File: src/rtl/obstacle_spawner.sv
// Obstacle spawner: turns the LFSR byte into timed spawn requests.
// Ports: clk_in/rst_in, game_active_in, tick_in, level_in, rand_in, spawn_ready_in,
//        spawn_valid_out, spawn_type_out, spawn_count_out, gap_cnt_out.
module obstacle_spawner #(
  parameter int MIN_GAP   = 24,
  parameter int MIN_FLOOR = 8
) (
  input  logic        clk_in,
  input  logic        rst_in,
  input  logic        game_active_in,
  input  logic        tick_in,
  input  logic [3:0]  level_in,
  input  logic [7:0]  rand_in,
  input  logic        spawn_ready_in,
  output logic        spawn_valid_out,
  output logic [1:0]  spawn_type_out,
  output logic [15:0] spawn_count_out,
  output logic [7:0]  gap_cnt_out
);

  typedef enum logic [1:0] {
    IDLE  = 2'd0,
    WAIT  = 2'd1,
    OFFER = 2'd2
  } state_t;

  state_t      state_q, state_d;
  logic        valid_q, valid_d;
  logic [1:0]  type_q, type_d;
  logic [15:0] count_q, count_d;
  logic [7:0]  gap_cnt_q, gap_cnt_d;

  logic signed [9:0] eff_min_raw;
  logic signed [9:0] eff_min;
  logic [7:0]        gap;

  // Level shortens the minimum gap by two ticks per level, floored.
  always_comb begin
    eff_min_raw = 10'(MIN_GAP) - $signed({5'b0, level_in, 1'b0});
    if (eff_min_raw < $signed(10'(MIN_FLOOR))) begin
      eff_min = 10'(MIN_FLOOR);
    end else begin
      eff_min = eff_min_raw;
    end
    gap = eff_min[7:0] + {3'b0, rand_in[7:3]};
  end

  always_comb begin
    state_d   = state_q;
    type_d    = type_q;
    count_d   = count_q;
    gap_cnt_d = gap_cnt_q;
    if (!game_active_in) begin
      // Abort wins over any handshake; count and type hold.
      state_d = IDLE;
    end else begin
      unique case (state_q)
        IDLE: begin
          gap_cnt_d = gap;
          count_d   = '0;
          state_d   = WAIT;
        end
        WAIT: begin
          if (tick_in) begin
            if (gap_cnt_q != 8'd0) begin
              gap_cnt_d = gap_cnt_q - 8'd1;
            end else begin
              type_d  = rand_in[1:0];
              state_d = OFFER;
            end
          end
        end
        OFFER: begin
          if (spawn_ready_in) begin
            if (count_q != 16'hFFFF) begin
              count_d = count_q + 16'd1;
            end
            gap_cnt_d = gap;
            state_d   = WAIT;
          end
        end
        default: state_d = IDLE;
      endcase
    end
    // Registered valid tracks the state being entered.
    valid_d = (state_d == OFFER);
  end

  always_ff @(posedge clk_in or posedge rst_in) begin
    if (rst_in) begin
      state_q   <= IDLE;
      valid_q   <= 1'b0;
      type_q    <= 2'd0;
      count_q   <= 16'd0;
      gap_cnt_q <= 8'd0;
    end else begin
      state_q   <= state_d;
      valid_q   <= valid_d;
      type_q    <= type_d;
      count_q   <= count_d;
      gap_cnt_q <= gap_cnt_d;
    end
  end

  assign spawn_valid_out = valid_q;
  assign spawn_type_out  = type_q;
  assign spawn_count_out = count_q;
  assign gap_cnt_out     = gap_cnt_q;

endmodule

File: config.mk
export PLATFORM = sky130hd
export DESIGN_NAME = obstacle_spawner
export DESIGN_NICKNAME = d
export VERILOG_FILES = /design/src/rtl/obstacle_spawner.sv
export SDC_FILE = /design/constraint.sdc
export NUM_CORES = 1
export LEC_CHECK = 0
export CAP_MARGIN = 5
export CORE_MARGIN = 5
export CORE_UTILIZATION = 47
export DETAILED_ROUTE_END_ITERATION = 10
export PLACE_DENSITY_LB_ADDON = 0.05
export SLEW_MARGIN = 30
export SYNTH_ARGS = -nofsm -noshare
export SYNTH_HDL_FRONTEND = slang
export SYNTH_SLANG_ARGS = --single-unit
File: constraint.sdc
create_clock -name clk_in -period 2.55 [get_ports clk_in]
set_input_delay 0.51 -clock clk_in [delete_from_list [all_inputs] [get_ports clk_in]]
set_output_delay 0.51 -clock clk_in [all_outputs]
set_load 0.01 [all_outputs]
==> PnR_summary.wiki <==
{| class="wikitable"
! Metric !! Value
|-
| Sequential cell area || approximately 730 µm²
|-
| I/O pin count || 44
|-
| Kind of cell adding the most delay to the critical path || compound AO/OA/AOI/OAI gates
|-
| Min-delay worst type || register to register
|-
| Total number of vias || about 1,900
|-
| CP startpoint kind || primary input
|-
| Full die area || about 5300 µm²
|-
| Maximum single-stage delay on the critical path || roughly 230 ps
|-
| Routed length per placed instance || 16.1 µm
|-
| CTS buffer count || 5
|-
| Setup skew after layout || around 5.7 ps
|-
| Leading post-synthesis cells by cell area || sky130_fd_sc_hd__dfrtp_1 39%, sky130_fd_sc_hd__ha_1 6.0%, sky130_fd_sc_hd__nor2_1 5.4%
|-
| Proportion of layout cells with a drive suffix above 1 || a little under a quarter
|-
| Transition at the pin with the smallest max-transition slack || 497 ps
|-
| Path type of the worst setup path || primary input to register
|-
| Worst R2R Start || gap_cnt_out[3]
|-
| Final count of hold timing violations || 0
|-
| Number of antenna violations at the first check in global routing || 0
|-
| Count of pins over their slew limit || 0
|-
| Leading cell type in the layout, fill and taps excluded || sky130_fd_sc_hd__clkdlybuf4s50_1
|-
| Final Worst Setup Slack || -9.59 ps
|-
| Final Cycle Share || 100%
|-
| Wire length of the first global-routing pass || around 8500 µm
|-
| Total of fill cells in the finished design || about 300
|-
| Worst Path Max Fanout || 3
|-
| Ant. Diodes || 0
|-
| DRT Wirelength || around 5300 µm
|-
| Total core area || ~3700 µm²
|-
| Clock root buffer || sky130_fd_sc_hd__clkbuf_8
|-
| Post-synthesis register bit count || 29
|-
| Total chip power || 0.00167 W
|-
| Finished Core Util || about three quarters
|-
| Count of mapped cells out of synthesis || 213
|-
| Effective utilization at floorplan || between 40% and 50%
|-
| DRC viols || 0
|-
| Setup WS pre-CTS || -650 ps
|-
| Power share of the sequential group || 37.4%
|-
| Arrival time at the worst endpoint || 2760 ps
|-
| Max-Cap Viols || 0
|-
| Combinational power share || a little under two fifths
|-
| Row cnt || 22
|-
| Count of input and output buffers || 42
|-
| Count of distinct cell types in the synthesized netlist || 49
|-
| Syn avg cell area || approximately 8.7 µm²
|-
| Switching component of the power || 0.000589 W
|-
| Drt via density || 5.72
|-
| Endpoint kind of the worst setup timing path || register
|-
| Fraction of post-synthesis cell area in the top cell type by area || 39.0%
|-
| Die span in y || approximately 73 µm
|-
| Number of nets in the synthesized netlist || between 200 and 250
|-
| Sequential element share of the synthesized area || between 30% and 40%
|-
| Largest net degree at the start of global routing || 30
|-
| Total clock sinks || 29
|-
| Violations in the final reports || negative setup slack
|-
| WP buf/inv || 4
|-
| Endpoint with the worst hold slack || spawn_type_out[1]
|-
| Cell area after synthesis || around 1900 µm²
|-
| Critical path's slowest cell || sky130_fd_sc_hd__ha_4
|-
| Count of nets after finishing || about 310
|-
| Most frequent cells in the layout || 38 x sky130_fd_sc_hd__clkdlybuf4s50_1, 29 x sky130_fd_sc_hd__dfrtp_1, 25 x sky130_fd_sc_hd__buf_4, 23 x sky130_fd_sc_hd__nor2_1, 16 x sky130_fd_sc_hd__o21ai_0
|-
| CTS Hold Bufs || 0
|-
| Share of flip-flops with an asynchronous set or reset || 100%
|-
| Post-synth top area cell || sky130_fd_sc_hd__dfrtp_1
|-
| Overall die width || about 73 µm
|-
| Endpoint of the most critical register-to-register path || gap_cnt_out[5]
|-
| Max clock buf depth || 2
|-
| Worst R2R Setup Slack || 520 ps
|-
| Critical path data required time || approximately 2800 ps
|-
| HPWL Detailed || around 3300 µm
|-
| EDFF count, synth || 0
|-
| Number of optimization iterations in the first detailed-route pass || 4
|-
| Multi-input gate area || about 1200 µm²
|-
| Total power per unit cell area || just over 600 nW/µm²
|-
| Worst hold path stage count || 1
|-
| Final min period || between 2000 and 3000 ps
|-
| P&R area growth vs syn || 46.9%
|-
| Count of antenna-violating nets left after detailed routing || 0
|-
| Vias in the first global route || 1,872
|-
| Htree depth || 2
|-
| Initial DRC Count || 175
|-
| Clock transition time at the flip-flop clock pins of the worst setup and hold paths || 70 ps
|-
| Gpl congestion || 0.798
|-
| Static leakage power || 1.12 nW
|-
| Largest vdd supply drop || 580 µV
|-
| Run status || complete, but fails checks
|-
| Internal power component || between 0.001 and 0.0015 W
|-
| CTS tree || yes
|-
| Endpoints failing setup || 2
|-
| Critical Path, Cell by Cell || buf_4, inv_2, ha_4, nand2b_4, o22ai_4, ha_4, buf_4, a21o_4, ha_4, a21oi_2, buf_4, a21oi_4, o32a_1, o21ai_0
|-
| Gr usage total || approximately a fifth
|-
| Clock network latency to the later pin of the worst-skew pair || about 280 ps
|-
| Tightest slew margin relative to the limit || between 60% and 70%
|-
| Synth warn || 0
|-
| Switching part of the total || a little over a third
|-
| Number of cells traversed by the worst register-to-register path || 5
|-
| Highest achievable clock rate || just under 400 MHz
|-
| Worst hold start || spawn_type_out[1]
|-
| Final global-route overflow total || 0
|-
| Top flip-flop cell by instance count after synthesis || sky130_fd_sc_hd__dfrtp_1
|-
| Clk pwr share || roughly 26%
|}
==> metrics by stage <==
step           hold slack [ps]  setup TNS [ps]  cells  area (µm²)
5_1_grt                    524            -234    330        2740
3_3_place_gp               479           -2610    310        2410
3_5_place_dp               489           -3260    310        2410
4_1_cts                    503               0    329        2640
6_report                   499           -12.3    330        2740
2_1_floorplan              493               0    213        1870
==> how the worst max path moves through the flow <==
stage | from | to | slack [ps] | depth (start not counted)
final | level_in[1] | gap_cnt_out[6] | -10 | 14
after global placement | level_in[0] | gap_cnt_out[5] | -520 | 13
after floorplan | level_in[0] | gap_cnt_out[5] | 30 | 12
after detailed placement | level_in[0] | gap_cnt_out[5] | -650 | 13
after CTS | level_in[1] | gap_cnt_out[5] | 6 | 13
after global routing | level_in[0] | gap_cnt_out[4] | -90 | 15
==> cell usage after synthesis, types with 2 or more instances <==
master,n
sky130_fd_sc_hd__or3_1,2
sky130_fd_sc_hd__mux2_1,2
sky130_fd_sc_hd__nor4_1,4
sky130_fd_sc_hd__nand2_1,14
sky130_fd_sc_hd__dfrtp_1,29
sky130_fd_sc_hd__nand3_1,10
sky130_fd_sc_hd__xor2_1,2
sky130_fd_sc_hd__a21o_1,2
sky130_fd_sc_hd__o31ai_1,2
sky130_fd_sc_hd__and2b_1,2
sky130_fd_sc_hd__inv_1,11
sky130_fd_sc_hd__o22ai_1,2
sky130_fd_sc_hd__a311oi_1,3
sky130_fd_sc_hd__and3_1,4
sky130_fd_sc_hd__a211oi_1,2
sky130_fd_sc_hd__ha_1,9
sky130_fd_sc_hd__buf_2,2
sky130_fd_sc_hd__nor3_1,7
sky130_fd_sc_hd__or2_2,2
sky130_fd_sc_hd__nor2_1,27
sky130_fd_sc_hd__a21oi_1,14
sky130_fd_sc_hd__nand3b_1,2
sky130_fd_sc_hd__nand4_1,4
sky130_fd_sc_hd__o21ai_0,17
sky130_fd_sc_hd__nand2b_1,3
sky130_fd_sc_hd__nor2b_1,3
sky130_fd_sc_hd__xnor2_1,8
sky130_fd_sc_hd__a2111oi_0,2
sky130_fd_sc_hd__mux2i_1,2
==> final cells by class <==
| type | instances | area share (%) |
|---|---|---|
| Sequential cell | 29 | 26.5 |
| Multi-Input combinational cell | 169 | 44.5 |
| Clock buffer | 7 | 3.52 |
| Inverter | 11 | 1.51 |
| Clock inverter | 1 | 0.183 |
| Timing Repair Buffer | 65 | 21.5 |
| Tap cell | 48 | 2.20 |
==> per-layer routing <==
layer	part of all wire [%]	vias to the layer above	global-route usage, %
met5	0	-	0
li1	-	912	-
met4	4.0	0	6.76
met3	5.2	25	3.72
met2	50	72	34.3
met1	41	879	25.1
==> power by group through the flow <==
stage | Clock, W | Combinational, W | Sequential (W)
after global routing | 0.000458 | 0.000672 | 0.000636
after detailed placement | 0 | 0.000527 | 0.000618
after floorplan | 0 | 0.000263 | 0.000629
after CTS | 0.000438 | 0.000559 | 0.000614
after global placement | 0 | 0.000521 | 0.000621
final | 0.000432 | 0.000614 | 0.000625
==> state kept, by name, summed over array words and instances (netlist names) <==
name and cells:
gap_cnt_out 8, spawn_valid_out 1, spawn_count_out 16, state_q 2
spawn_type_out 2
==> kinds of logic (layout without fill, tap and decap cells) <==
kind of cell / Yosys count / after routing / share of synthesized area (%)
adders and majority gates: 10 / 10 / 7.12
muxes: 4 / 4 / 2.28
buffers and inverters: 15 / 84 / 3.36
DFF: 29 / 29 / 39.0
and+or+nand+nor: 90 / 90 / 24.9
AOI/OAI and AO/OA: 55 / 55 / 18.7
xor gates and xnor gates: 10 / 10 / 4.70
==> repair_timing <==
item | in CTS | in global routing
setup endpoints to repair | 6 | 3
pin swaps | 11 | 7
resized for setup | 23 | 18
gates cloned | 0 | 0
setup buffers | 11 | 1
Note: power is estimated with default switching activity, not from simulation.
